### src/rtl/mem16_pkg.sv
// Shared types and constants for the mem16 bus initiator: data width default and FSM encoding.
package mem16_pkg;

  localparam int MEM16_DW = 16;
  localparam int ST_W     = 3;

  typedef enum logic [ST_W-1:0] {
    ST_IDLE   = 3'd0,
    ST_ACCESS = 3'd1,
    ST_WAIT   = 3'd2,
    ST_RESP   = 3'd3,
    ST_VRD    = 3'd4
  } state_t;

endpackage

### src/rtl/mem16_lat_cnt.sv
// Loadable 4-bit down-counter; done marks the last cycle of the programmed latency.
module mem16_lat_cnt (
  input  logic       clk,
  input  logic       rst,
  input  logic       i_load,
  input  logic [3:0] i_load_val,
  input  logic       i_dec,
  output logic       o_done
);

  logic [3:0] r_cnt;

  always_ff @(posedge clk or posedge rst) begin
    if (rst) begin
      r_cnt <= 4'd0;
    end else if (i_load) begin
      r_cnt <= i_load_val;
    end else if (i_dec && (r_cnt != 4'd0)) begin
      r_cnt <= r_cnt - 4'd1;
    end
  end

  // A value of 1 means the current cycle is the one in which target data is valid.
  assign o_done = (r_cnt == 4'd1);

endmodule

### src/rtl/mem16_master.sv
// mem16 bus initiator: valid/ready commands -> one-cycle sel/wr strobes -> valid/ready responses.
// Optional write readback verification is enabled by defining MEM16_READBACK_EN.
module mem16_master
  import mem16_pkg::*;
#(
  parameter int DW     = MEM16_DW,
  parameter int RD_LAT = 1,
  parameter int CNT_W  = 16
) (
  input  logic             clk,
  input  logic             rst,
  input  logic             cmd_valid,
  output logic             cmd_ready,
  input  logic             cmd_wr,
  input  logic [DW-1:0]    cmd_wdata,
  output logic             rsp_valid,
  input  logic             rsp_ready,
  output logic [DW-1:0]    rsp_rdata,
  output logic             verify_err,
  output logic             bus_sel,
  output logic             bus_wr,
  output logic [DW-1:0]    bus_wdata,
  input  logic [DW-1:0]    bus_rdata,
  output logic             busy,
  output logic [CNT_W-1:0] txn_count,
  output logic [ST_W-1:0]  dbg_state
);

  // Handshake rule for both channels: a transfer happens on a rising edge where
  // valid and ready are both 1; the sender holds valid and payload stable until then.

  localparam logic [3:0] LAT = 4'(RD_LAT);

  state_t           r_state;
  logic             r_wr;
  logic             r_cmd_ready;
  logic             r_rsp_valid;
  logic [DW-1:0]    r_rsp_rdata;
  logic             r_bus_sel;
  logic             r_bus_wr;
  logic [DW-1:0]    r_bus_wdata;
  logic             r_busy;
  logic [CNT_W-1:0] r_txn_count;
  logic             w_cnt_load;
  logic             w_cnt_dec;
  logic             w_cnt_done;

  assign w_cnt_load = ((r_state == ST_ACCESS) && !r_wr) || (r_state == ST_VRD);
  assign w_cnt_dec  = (r_state == ST_WAIT) && !w_cnt_done;

  mem16_lat_cnt u_lat_cnt (
    .clk        (clk),
    .rst        (rst),
    .i_load     (w_cnt_load),
    .i_load_val (LAT),
    .i_dec      (w_cnt_dec),
    .o_done     (w_cnt_done)
  );

`ifdef MEM16_READBACK_EN
  logic r_verify_err;

  always_ff @(posedge clk or posedge rst) begin
    if (rst) begin
      r_verify_err <= 1'b0;
    end else if ((r_state == ST_WAIT) && w_cnt_done && r_wr && (bus_rdata != r_bus_wdata)) begin
      r_verify_err <= 1'b1;
    end
  end

  assign verify_err = r_verify_err;
`else
  assign verify_err = 1'b0;
`endif

  always_ff @(posedge clk or posedge rst) begin
    if (rst) begin
      r_state     <= ST_IDLE;
      r_wr        <= 1'b0;
      r_cmd_ready <= 1'b1;
      r_rsp_valid <= 1'b0;
      r_rsp_rdata <= '0;
      r_bus_sel   <= 1'b0;
      r_bus_wr    <= 1'b0;
      r_bus_wdata <= '0;
      r_busy      <= 1'b0;
      r_txn_count <= '0;
    end else begin
      // Strobes are one-cycle pulses; only the transitions below raise them.
      r_bus_sel <= 1'b0;
      r_bus_wr  <= 1'b0;
      case (r_state)
        ST_IDLE: begin
          if (cmd_valid) begin
            r_wr        <= cmd_wr;
            r_txn_count <= r_txn_count + CNT_W'(1);
            r_state     <= ST_ACCESS;
            r_cmd_ready <= 1'b0;
            r_busy      <= 1'b1;
            r_bus_sel   <= 1'b1;
            r_bus_wr    <= cmd_wr;
            r_bus_wdata <= cmd_wdata;
          end
        end
        ST_ACCESS: begin
          if (r_wr) begin
`ifdef MEM16_READBACK_EN
            r_state   <= ST_VRD;
            r_bus_sel <= 1'b1;
`else
            r_state     <= ST_IDLE;
            r_cmd_ready <= 1'b1;
            r_busy      <= 1'b0;
`endif
          end else begin
            r_state <= ST_WAIT;
          end
        end
`ifdef MEM16_READBACK_EN
        ST_VRD: begin
          r_state <= ST_WAIT;
        end
`endif
        ST_WAIT: begin
          if (w_cnt_done) begin
            r_rsp_rdata <= bus_rdata;
            r_rsp_valid <= 1'b1;
            r_state     <= ST_RESP;
          end
        end
        ST_RESP: begin
          if (rsp_ready) begin
            r_rsp_valid <= 1'b0;
            r_state     <= ST_IDLE;
            r_cmd_ready <= 1'b1;
            r_busy      <= 1'b0;
          end
        end
        default: begin
          r_state     <= ST_IDLE;
          r_cmd_ready <= 1'b1;
          r_rsp_valid <= 1'b0;
          r_busy      <= 1'b0;
        end
      endcase
    end
  end

  assign cmd_ready = r_cmd_ready;
  assign rsp_valid = r_rsp_valid;
  assign rsp_rdata = r_rsp_rdata;
  assign bus_sel   = r_bus_sel;
  assign bus_wr    = r_bus_wr;
  assign bus_wdata = r_bus_wdata;
  assign busy      = r_busy;
  assign txn_count = r_txn_count;
  assign dbg_state = r_state;

endmodule
### config.mk
export PLATFORM = sky130hd
export DESIGN_NAME = mem16_master
export DESIGN_NICKNAME = d
export VERILOG_FILES = /design/src/rtl/mem16_pkg.sv /design/src/rtl/mem16_lat_cnt.sv /design/src/rtl/mem16_master.sv
export SDC_FILE = /design/constraint.sdc
export NUM_CORES = 1
export LEC_CHECK = 0
export ABC_AREA = 1
export ABC_CLOCK_PERIOD_IN_PS = 3900
export BUFFER_PORTS_ARGS = -buffer_cell sky130_fd_sc_hd__buf_2
export CAP_MARGIN = 5
export CORE_UTILIZATION = 53
export DETAILED_ROUTE_END_ITERATION = 8
export PLACE_DENSITY = 0.84
export SETUP_SLACK_MARGIN = 0.1
export SLEW_MARGIN = 20
export SYNTH_ARGS = -nofsm -noshare
export SYNTH_HDL_FRONTEND = slang
export SYNTH_SLANG_ARGS = --single-unit
### constraint.sdc
create_clock -name clk -period 3.9 [get_ports clk]
set_input_delay 0.195 -clock clk [delete_from_list [all_inputs] [get_ports clk]]
set_output_delay 0.195 -clock clk [all_outputs]
set_load 0.01 [all_outputs]
==> flow_metrics.tcl <==
set metrics [dict create \
    drv_cap 0 \
    critical_path_class "reg2reg" \
    fin_skew_ps 6.272 \
    worst_pin_slew_ps 718.5 \
    gp_congestion 0.8239 \
    postCtsHoldBufs 0 \
    synth_compound_gate_area_share 0.04860 \
    critPathLaunchType "register" \
    via_per_inst 4.693 \
    n_fill_cell 370 \
    grt_start_max_net_pins 61 \
    ant_nets 0 \
    synthTopCellsByArea "dfrtp_1 55%, nand2_1 15%, inv_1 5.5%, o21ai_0 3.7%, xor2_1 2.3%" \
    synth_top_cell_area_share 0.5514 \
    clockRootBuffer "clkbuf_8" \
    synthAdderAreaFrac 0.01402 \
    mappedNetlistArea_mm2 0.002678 \
    place_area_mm2 0.003166 \
    drt_pre_antenna_iters 4 \
    start_util 0.5595 \
    cts_tree "built" \
    post-route-period-util 0.4547 \
    wl_per_cell_um 10.68 \
    cp-startpoint "u_lat_cnt.r_cnt[1]$_DFFE_PP0P_" \
    syn_to_final_growth_pct 25.79 \
    yosys_warnings 0 \
    die_y_um 73.08 \
    finalSetupViolations 0 \
    post-route-min-period_ps 1773 \
    clock_sinks 60 \
    cellPowerDensity_mw_per_mm2 729.0 \
    core-area_mm2 0.004786 \
    dp_hpwl_mm 3.600 \
    dp.cells 453 \
    synth_seq_area_share 0.5612 \
    grt_overflow 0 \
    seqCellArea_mm2 0.001503 \
    grt_pass1_wl_mm 8.397 \
    synth_common_cells "107 x nand2_1, 59 x dfrtp_1, 39 x inv_1" \
    max_freq_mhz 563.9 \
    rrSetupSlack_ps 2130 \
    max-vdd-ir-drop_mv 0.4709 \
    avgSynthCellArea_um2 8.866 \
    grt_pass1_vias 1929 \
    post_cts_resized 0 \
    rows 25 \
    cts_max_level 3 \
    p_leak_nw 1.949 \
    clockBufferDepth 2 \
    drv_slew 0 \
    final_nets 437 \
    relSlewSlack 0.5210 \
    vias 2201 \
    synthSimpleGateAreaFrac 0.2505 \
    end_kind "register" \
    postCtsSetupBuffers 0 \
    drive_gt1_frac 0.3109 \
    io-pin-count 94 \
    grtUsageTotal 0.2083 \
    ys_ff_latch 60 \
    multi_input_area_um2 959.7 \
    drc 0 \
    synthArstFlopShare 1.000 \
    hold_viol 0 \
    clk_latency_ps 320 \
    synth.most_common_cell "nand2_1" \
    muxShareOfSynthArea 0 \
    die_area_mm2 0.005340 \
    syn_inst 302 \
    synth_cell_types 29 \
    fin_util 0.7038 \
    finalSetupTns_ps 0 \
    status "completed" \
    port_buffers 91 \
    antennaDiodeCount 0 \
    cts_buffers 9 \
    hold_path_class "in2async" \
    reg2reg_from "u_lat_cnt.r_cnt[1]$_DFFE_PP0P_" \
    die_width_um 73.08 \
    final_cell_area_mm2 0.003368 \
    synth_xor_area_frac 0.04252 \
    path_clk_slew_ps 60 \
    synth_edf_count 0 \
    instances_no_fill 469 \
    path_max_fanout 33 \
    dr.first_iter.drc_count 86 \
    required_ps 4120 \
    rsz0062_at_grt "no" \
    arrival_ps 1990 \
    synth_top_family_by_area "simple AND/OR/NAND/NOR gates" \
    regToRegEndpoint "rsp_rdata[6]$_DFFE_PP0P_" \
    ys.flop_type "dfrtp_1" \
    yosysTopAreaCell "dfrtp_1" \
    reg2reg_depth 4 \
    worst_hold_slack_ps 59.08 \
    routed_wl_mm 5.011 \
    antenna_found_initial 0 \
]
[routing by layer]
layer,wire (µm),global-route usage,vias to the layer above,part of all wire
met4,78,0.1046,0,0.016
li1,-,-,1107,-
met2,2286,0.3282,79,0.46
met3,332,0.04972,8,0.066
met1,2313,0.2693,1007,0.46
met5,0,0,-,0
[worst max-delay path by stage]
stage	end	slack, ps
after detailed placement	rsp_rdata[6]$_DFFE_PP0P_	2120
after global placement	rsp_rdata[4]$_DFFE_PP0P_	2330
after global routing	rsp_rdata[7]$_DFFE_PP0P_	1940
after CTS	rsp_rdata[6]$_DFFE_PP0P_	2110
final	rsp_rdata[6]$_DFFE_PP0P_	2130
after floorplan	bus_sel$_DFF_PP0_	2220
[final cells by class]
type                    count  share of cell area
flip-flops and latches     60              0.4461
multi-input cells         193              0.2849
repair buffers             92              0.1374
inverters                  41             0.04643
clock buffers              12             0.04606
well taps                  67             0.02489
clock inverters             4             0.01412
[through the flow]
stage / total power [mW] / worst slack [ps]
global route: 2.645 / 1940
global placement: 1.875 / 2325
detailed placement: 1.919 / 2120
CTS: 2.486 / 2112
finish: 2.456 / 2127
floorplan: 1.602 / 2222
[registers in the layout, summed over array words and instances (netlist names)]
name,cells
bus_sel,1
r_wr,1
bus_wdata,16
rsp_rdata,16
u_lat_cnt.r_cnt,4
txn_count,16
rsp_valid,1
busy,1
dbg_state,2
cmd_ready,1
bus_wr,1
[cell families after synthesis]
| logic type | count (synthesis) |
|---|---|
| AO/OA/AOI/OAI | 24 |
| buffers and inverters | 50 |
| other | 1 |
| XOR/XNOR | 13 |
| adder cells (fa/ha/maj) | 3 |
| flip-flops | 60 |
| AND/OR/NAND/NOR | 151 |
[placed cells by master (no fill, tap or decap)]
master	n
nand3_1	8
o31ai_1	1
o21ai_0	20
xor2_1	7
ha_1	3
nand4_2	1
dfstp_2	1
nor3_1	3
bufinv_16	1
xnor2_1	6
clkbuf_8	11
clkinvlp_4	1
clkbuf_1	1
inv_2	2
nand2_8	1
o22ai_1	1
nand2_2	5
clkinv_2	2
inv_4	1
nor3_4	1
nand4_1	5
nor2_2	2
buf_4	1
inv_1	38
nand2_1	107
a21oi_2	1
buf_2	91
conb_1	2
nor2_1	15
o21a_1	1
dfrtp_1	59
nor2_4	3
[power by group]
group | switching [mW] | leakage [nW] | internal [mW]
registers | 0.155 | 0.746 | 0.867
clock network | 0.227 | 0.102 | 0.328
logic | 0.525 | 1.10 | 0.353
[worst max-delay path: stages, from the launching register on]
cell	delay, ps
dfrtp_1	380
inv_1	100
ha_1	210
nand4_2	540
o21ai_0	430
Power figures use the tool's default switching activity.
